==> config.mk <==
export PLATFORM = sky130hd
export DESIGN_NAME = stack_access_unit
export DESIGN_NICKNAME = d
export VERILOG_FILES = /design/src/rtl/stack_access_unit.sv
export SDC_FILE = /design/constraint.sdc
export NUM_CORES = 1
export LEC_CHECK = 0
export BUFFER_PORTS_ARGS = -buffer_cell sky130_fd_sc_hd__buf_2
export CORE_UTILIZATION = 30
export CTS_BUF_LIST = sky130_fd_sc_hd__clkbuf_4 sky130_fd_sc_hd__clkbuf_8 sky130_fd_sc_hd__clkbuf_16
export DETAILED_ROUTE_END_ITERATION = 10
export PLACE_DENSITY = 0.67
export SYNTH_ARGS = -nofsm -noshare
export SYNTH_HDL_FRONTEND = slang
export SYNTH_SLANG_ARGS = --single-unit
==> constraint.sdc <==
create_clock -name clk -period 1.58 [get_ports clk]
set_input_delay 0.316 -clock clk [delete_from_list [all_inputs] [get_ports clk]]
set_output_delay 0.316 -clock clk [all_outputs]
set_load 0.02 [all_outputs]
==> src/rtl/stack_access_unit.sv <==
// Per-lane eBPF stack LDX/STX unit: byte-addressed requests become 64-bit word reads, writes and RMWs; define STACK_BOUNDS_CHECK_EN for alignment/range faults.
// Latency from accept: load 3, dword store 2, sub-dword store 4, fault 1 cycle.
// Backpressure: req_ready only in IDLE, one request in flight; responses are single-cycle pulses and cannot be stalled.
module stack_access_unit #(
    parameter int unsigned max_entries = 64,
    parameter logic [63:0] stack_base  = 64'h0
) (
    input  logic        clk,
    input  logic        reset,
    input  logic        req_valid,
    output logic        req_ready,
    input  logic        req_store,
    input  logic [1:0]  req_size,
    input  logic [63:0] req_addr,
    input  logic [63:0] req_wdata,
    output logic        resp_valid,
    output logic [63:0] resp_data,
    output logic        resp_err,
    output logic [63:0] stk_read_add,
    input  logic [63:0] stk_read_data,
    output logic [63:0] stk_wrt_add,
    output logic        stk_wrt_en,
    output logic [63:0] stk_wrt_data
);

    localparam int unsigned IW = $clog2(max_entries);

    typedef enum logic [2:0] {
        IDLE,
        RD,
        WAIT,
        WR,
        RESP
    } state_t;

    state_t state;
    state_t state_nxt;

    logic [63:0]   off;
    logic [IW-1:0] req_idx;
    logic [2:0]    req_lane;
    logic          req_fault;
    logic          accept;

    logic [IW-1:0] idx_q;
    logic [2:0]    lane_q;
    logic [1:0]    size_q;
    logic          store_q;
    logic [63:0]   wdata_q;
    logic          wrt_en_q;

    logic [5:0]    shamt;
    logic [63:0]   mask_q;
    logic [63:0]   load_val;
    logic [63:0]   merge_val;

    logic          ready_d;
    logic [63:0]   rd_add_d;
    logic          wr_en_d;
    logic [63:0]   wr_add_d;
    logic [63:0]   wr_data_d;
    logic          resp_vld_d;
    logic [63:0]   resp_data_d;
    logic          resp_err_d;

    function automatic logic [63:0] size_mask(input logic [1:0] sz);
        logic [63:0] m;
        case (sz)
            2'd0:    m = 64'h0000_0000_0000_00FF;
            2'd1:    m = 64'h0000_0000_0000_FFFF;
            2'd2:    m = 64'h0000_0000_FFFF_FFFF;
            default: m = 64'hFFFF_FFFF_FFFF_FFFF;
        endcase
        return m;
    endfunction

    assign off      = req_addr - stack_base;
    assign req_idx  = off[IW+2:3];
    assign req_lane = off[2:0];
    assign accept   = req_valid && req_ready;

`ifdef STACK_BOUNDS_CHECK_EN
    localparam logic [63:0] WIN_BYTES = 64'(max_entries) << 3;

    logic misaligned;
    logic out_of_range;

    always_comb begin
        misaligned = 1'b0;
        case (req_size)
            2'd0:    misaligned = 1'b0;
            2'd1:    misaligned = off[0] != 1'b0;
            2'd2:    misaligned = off[1:0] != 2'b00;
            default: misaligned = off[2:0] != 3'b000;
        endcase
    end

    assign out_of_range = off >= WIN_BYTES;
    assign req_fault    = misaligned || out_of_range;
`else
    // Without checking, the index wraps modulo max_entries; upper offset bits are don't-care.
    logic unused_off_hi;
    assign unused_off_hi = ^off[63:IW+3];
    assign req_fault     = 1'b0;
`endif

    // Lane shift past bit 63 simply drops bytes, which is the intended misaligned behaviour.
    assign shamt     = {lane_q, 3'b000};
    assign mask_q    = size_mask(size_q);
    assign load_val  = (stk_read_data >> shamt) & mask_q;
    assign merge_val = (stk_read_data & ~(mask_q << shamt)) | ((wdata_q & mask_q) << shamt);

    always_comb begin
        state_nxt   = state;
        ready_d     = 1'b0;
        rd_add_d    = '0;
        wr_en_d     = 1'b0;
        wr_add_d    = '0;
        wr_data_d   = '0;
        resp_vld_d  = 1'b0;
        resp_data_d = '0;
        resp_err_d  = 1'b0;

        case (state)
            IDLE: begin
                if (accept) begin
                    if (req_fault) begin
                        state_nxt = RESP;
                    end else if (req_store && (req_size == 2'd3)) begin
                        state_nxt = WR;
                    end else begin
                        state_nxt = RD;
                    end
                end
            end
            RD:      state_nxt = WAIT;
            WAIT:    state_nxt = store_q ? WR : RESP;
            WR:      state_nxt = RESP;
            RESP:    state_nxt = IDLE;
            default: state_nxt = IDLE;
        endcase

        // Output registers are loaded with the values belonging to the next state.
        ready_d = (state_nxt == IDLE);

        if (state_nxt == RD) begin
            rd_add_d = 64'(req_idx);
        end

        if (state_nxt == WR) begin
            wr_en_d = 1'b1;
            if (state == IDLE) begin
                wr_add_d  = 64'(req_idx);
                wr_data_d = req_wdata;
            end else begin
                wr_add_d  = 64'(idx_q);
                wr_data_d = merge_val;
            end
        end

        if (state_nxt == RESP) begin
            resp_vld_d = 1'b1;
            resp_err_d = (state == IDLE);
            if ((state == WAIT) && !store_q) begin
                resp_data_d = load_val;
            end
        end
    end

    always_ff @(posedge clk) begin
        if (!reset) begin
            state        <= IDLE;
            req_ready    <= 1'b0;
            idx_q        <= '0;
            lane_q       <= '0;
            size_q       <= '0;
            store_q      <= 1'b0;
            wdata_q      <= '0;
            stk_read_add <= '0;
            wrt_en_q     <= 1'b0;
            stk_wrt_add  <= '0;
            stk_wrt_data <= '0;
            resp_valid   <= 1'b0;
            resp_data    <= '0;
            resp_err     <= 1'b0;
        end else begin
            state        <= state_nxt;
            req_ready    <= ready_d;
            stk_read_add <= rd_add_d;
            wrt_en_q     <= wr_en_d;
            stk_wrt_add  <= wr_add_d;
            stk_wrt_data <= wr_data_d;
            resp_valid   <= resp_vld_d;
            resp_data    <= resp_data_d;
            resp_err     <= resp_err_d;
            if (accept) begin
                idx_q   <= req_idx;
                lane_q  <= req_lane;
                size_q  <= req_size;
                store_q <= req_store;
                wdata_q <= req_wdata;
            end
        end
    end

    // Reset asserted during WR must kill the write in that same cycle.
    assign stk_wrt_en = wrt_en_q && reset;

endmodule

==> metrics.md <==
| Metric | Value |
|---|---|
| Synthesized instance count | `1414` |
| GRT Total Usage | `26.88%` |
| Fmax | `541.4 MHz` |
| Hold slack | `0.01396 ns` |
| Placed cell area | `15230 µm²` |
| Failing checks | `negative setup slack` |
| Setup violations, final | `115` |
| Port bufs | `286` |
| Fin crit share | `116.9%` |
| Most common cell after layout, fill and taps aside | `buf_2` |
| I/O pins | `458` |
| CTS tree | `yes` |
| CTS sink cnt | `223` |
| Mean post-synth cell area | `8.383 µm²` |
| Hpwl dp | `43130 µm` |
| Least-Margin Pin Slew | `0.6028 ns` |
| Die footprint | `40310 µm²` |
| Die W | `200.8 µm` |
| Clock Skew | `0.01126 ns` |
| Area growth, synth to finish | `61.39%` |
| PD cells | `857.2 nW/µm²` |
| Average wire per standard cell | `23.64 µm` |
| Clock period minus worst slack | `1.847 ns` |
| CP Launch Type | `flop` |
| Root buf cell | `clkbuf_16` |
| Yosys warns | `0` |
| RSZ-0062 raised after global routing | `true` |
| CP startpoint | `lane_q[0]$_SDFFE_PN0P_` |
| 1st-iter DRT viols | `1025` |
| Starting Density | `30.53%` |
| Largest net degree at the start of global routing | `69` |
| Die Span Y | `200.8 µm` |
| TritonCTS Buffers | `25` |
| TritonRoute pass-1 iters | `5` |
| Primary FF master, synth | `dfxtp_1` |
| Reg2Reg Launch Point | `lane_q[0]$_SDFFE_PN0P_` |
| Final layout net count | `2140` |
| Max FO, Critical Path | `5` |
| Leakage power | `8.246 nW` |
| Vias in the first global route | `12300` |
| Relative slew slack | `59.81%` |
| Initial antenna violation count | `6` |
| Final hold vios | `0` |
| Synth Register Bits | `223` |
| Grt ovf | `0` |
| Critical path type | `flop to flop` |
| Cell Area, Synth | `11850 µm²` |
| Most frequent cells in the layout | `buf_2 (286), nand2_1 (226), buf_4 (223)` |
| Power Total | `0.01640 W` |
| FFs w/ async S/R, synth | `0%` |
| Maximum vdd drop | `664.6 µV` |
| H-tree depth | `1` |
| Crit. End Element | `flop` |
| Post-synthesis cell type count | `60` |
| Fraction of layout cells with a size suffix above 1 | `50.26%` |
| Worst setup margin | `-0.2671 ns` |
| DRT antenna net count | `0` |
| Clock latency on the worst-skew pair | `0.56 ns` |
| Register area share after synthesis | `37.66%` |
| DRC | `0` |
| Slew Viols, Final | `0` |
| DR vias/cell | `5.261` |
| WP data arrival | `2.33 ns` |
| Core Rows | `72` |
| MaxCap Viol Count | `0` |
| Area of the core | `38830 µm²` |
| Final instance area | `19130 µm²` |
| Overall routed net length | `58610 µm` |
| Beginning of the worst hold path | `req_wdata[4]` |
| First-pass GRT wire length | `81020 µm` |
| Hold crit path type | `primary input to flop` |
| Worst Path Required | `2.06 ns` |
| Placer Congestion | `0.9707` |
| Run status | `finished with violations` |
| EDFF count, synth | `0` |
| Via count | `13040` |
| Clock slew at reported path FFs | `0.07 ns` |
| Max clock buf depth | `3` |
-- cells in the mapped netlist (all sizes together), types with 9 or more instances --
cell type | count | area [µm²]
a211oi | 20 | 155.1
a21boi | 76 | 570.6
a21oi | 62 | 310.3
a221o | 11 | 110.1
a221oi | 16 | 146.4
a22o | 9 | 78.83
a22oi | 25 | 187.7
a32oi | 10 | 87.58
and2 | 11 | 68.82
buf | 168 | 1157
clkbuf | 66 | 247.7
dfxtp | 223 | 4464
inv | 23 | 86.33
mux2 | 35 | 394.1
mux2i | 37 | 370.4
mux4 | 23 | 518.0
nand2 | 231 | 867.1
nand3 | 18 | 90.09
nor2 | 136 | 513.0
nor2b | 9 | 56.30
nor3 | 47 | 235.2
o21a | 17 | 127.6
o21ai | 47 | 239.0
o221a | 10 | 112.6
o22ai | 10 | 62.56
-- worst max-delay path: stages, from the launching register on --
cell and delay, ns:
dfxtp_4 0.39, buf_12 0.15, inv_4 0.06, buf_12 0.13
mux2i_4 0.18, buf_4 0.17, o22ai_1 0.32, nor3_2 0.10
buf_4 0.15, nor3_1 0.11
-- final timing paths --
| check | end | slack [ns] | depth (start not counted) |
|---|---|---|---|
| max | stk_wrt_data[41]$_SDFF_PN0_ | -0.27 | 9 |
| min | wdata_q[4]$_SDFFE_PN0P_ | 0.01 | 3 |
| max reg2reg | stk_wrt_data[41]$_SDFF_PN0_ | -0.27 | 9 |
| min reg2reg | stk_wrt_add[1]$_SDFF_PN0_ | 0.45 | 2 |
-- state kept, by name, indices dropped and copies added (netlist names) --
| name | flops |
|---|---|
| state | 3 |
| lane_q | 3 |
| req_ready | 1 |
| stk_wrt_data | 64 |
| resp_valid | 1 |
| resp_err | 1 |
| wdata_q | 64 |
| resp_data | 64 |
| store_q | 1 |
| wrt_en_q | 1 |
| idx_q | 6 |
| size_q | 2 |
| stk_read_add | 6 |
| stk_wrt_add | 6 |
-- per-layer routing --
layer,global-route usage [%],share of wire (%)
met5,0,0.097
met3,4.269,7.9
met1,32.97,39
met2,46.23,48
met4,12.02,5.0
-- logic make-up (layout without fill, tap and decap cells) --
family,count (synthesis),count (layout),synth area share [%]
multiplexers,95,95,10.82
buffers and inverters,257,687,12.58
flip-flops,223,223,37.66
other,1,118,0.03164
AO/OA/AOI/OAI,359,359,21.82
AND/OR/NAND/NOR,479,479,17.09
-- report_power, final --
group / switching [W] / internal [W] / leakage [nW]
clock: 0.00258 / 0.00417 / 0.470
combinational: 0.00219 / 0.00158 / 5.97
sequential: 0.000138 / 0.00575 / 1.81
total: 0.00490 / 0.0115 / 8.25
-- cell type report --
class	count	area (µm²)
fill	3624	19700
multi-input combinational	1050	8066
timing repair buffer	619	4880
sequential	223	4487
clock buffer	31	701.9
tap	518	648.1
clock inverter	14	251.5
inverter	23	93.84
antenna	1	2.502
-- stage by stage --
step | std cells | setup TNS [ns] | setup WS [ns] | util, %
after floorplan | 1530 | -1.768 | -0.09497 | -
after global routing | 2479 | -18.54 | -0.2871 | 49.27
final | 2479 | -13.42 | -0.2671 | 49.27
after CTS | 2453 | -17.26 | -0.2844 | 45.76
after detailed placement | 2368 | -34.54 | -0.4867 | 39.22
after global placement | 2368 | -32.87 | -0.5357 | 39.22
-- timing repair --
action	CTS	global route
pin swaps	68	71
resized for setup	246	225
endpoints found under the setup margin	140	136
hold buffers	5	0
endpoints found under the hold margin	5	0
setup buffers	34	23
cloned	8	13
Note: power is estimated with default switching activity, not from simulation.
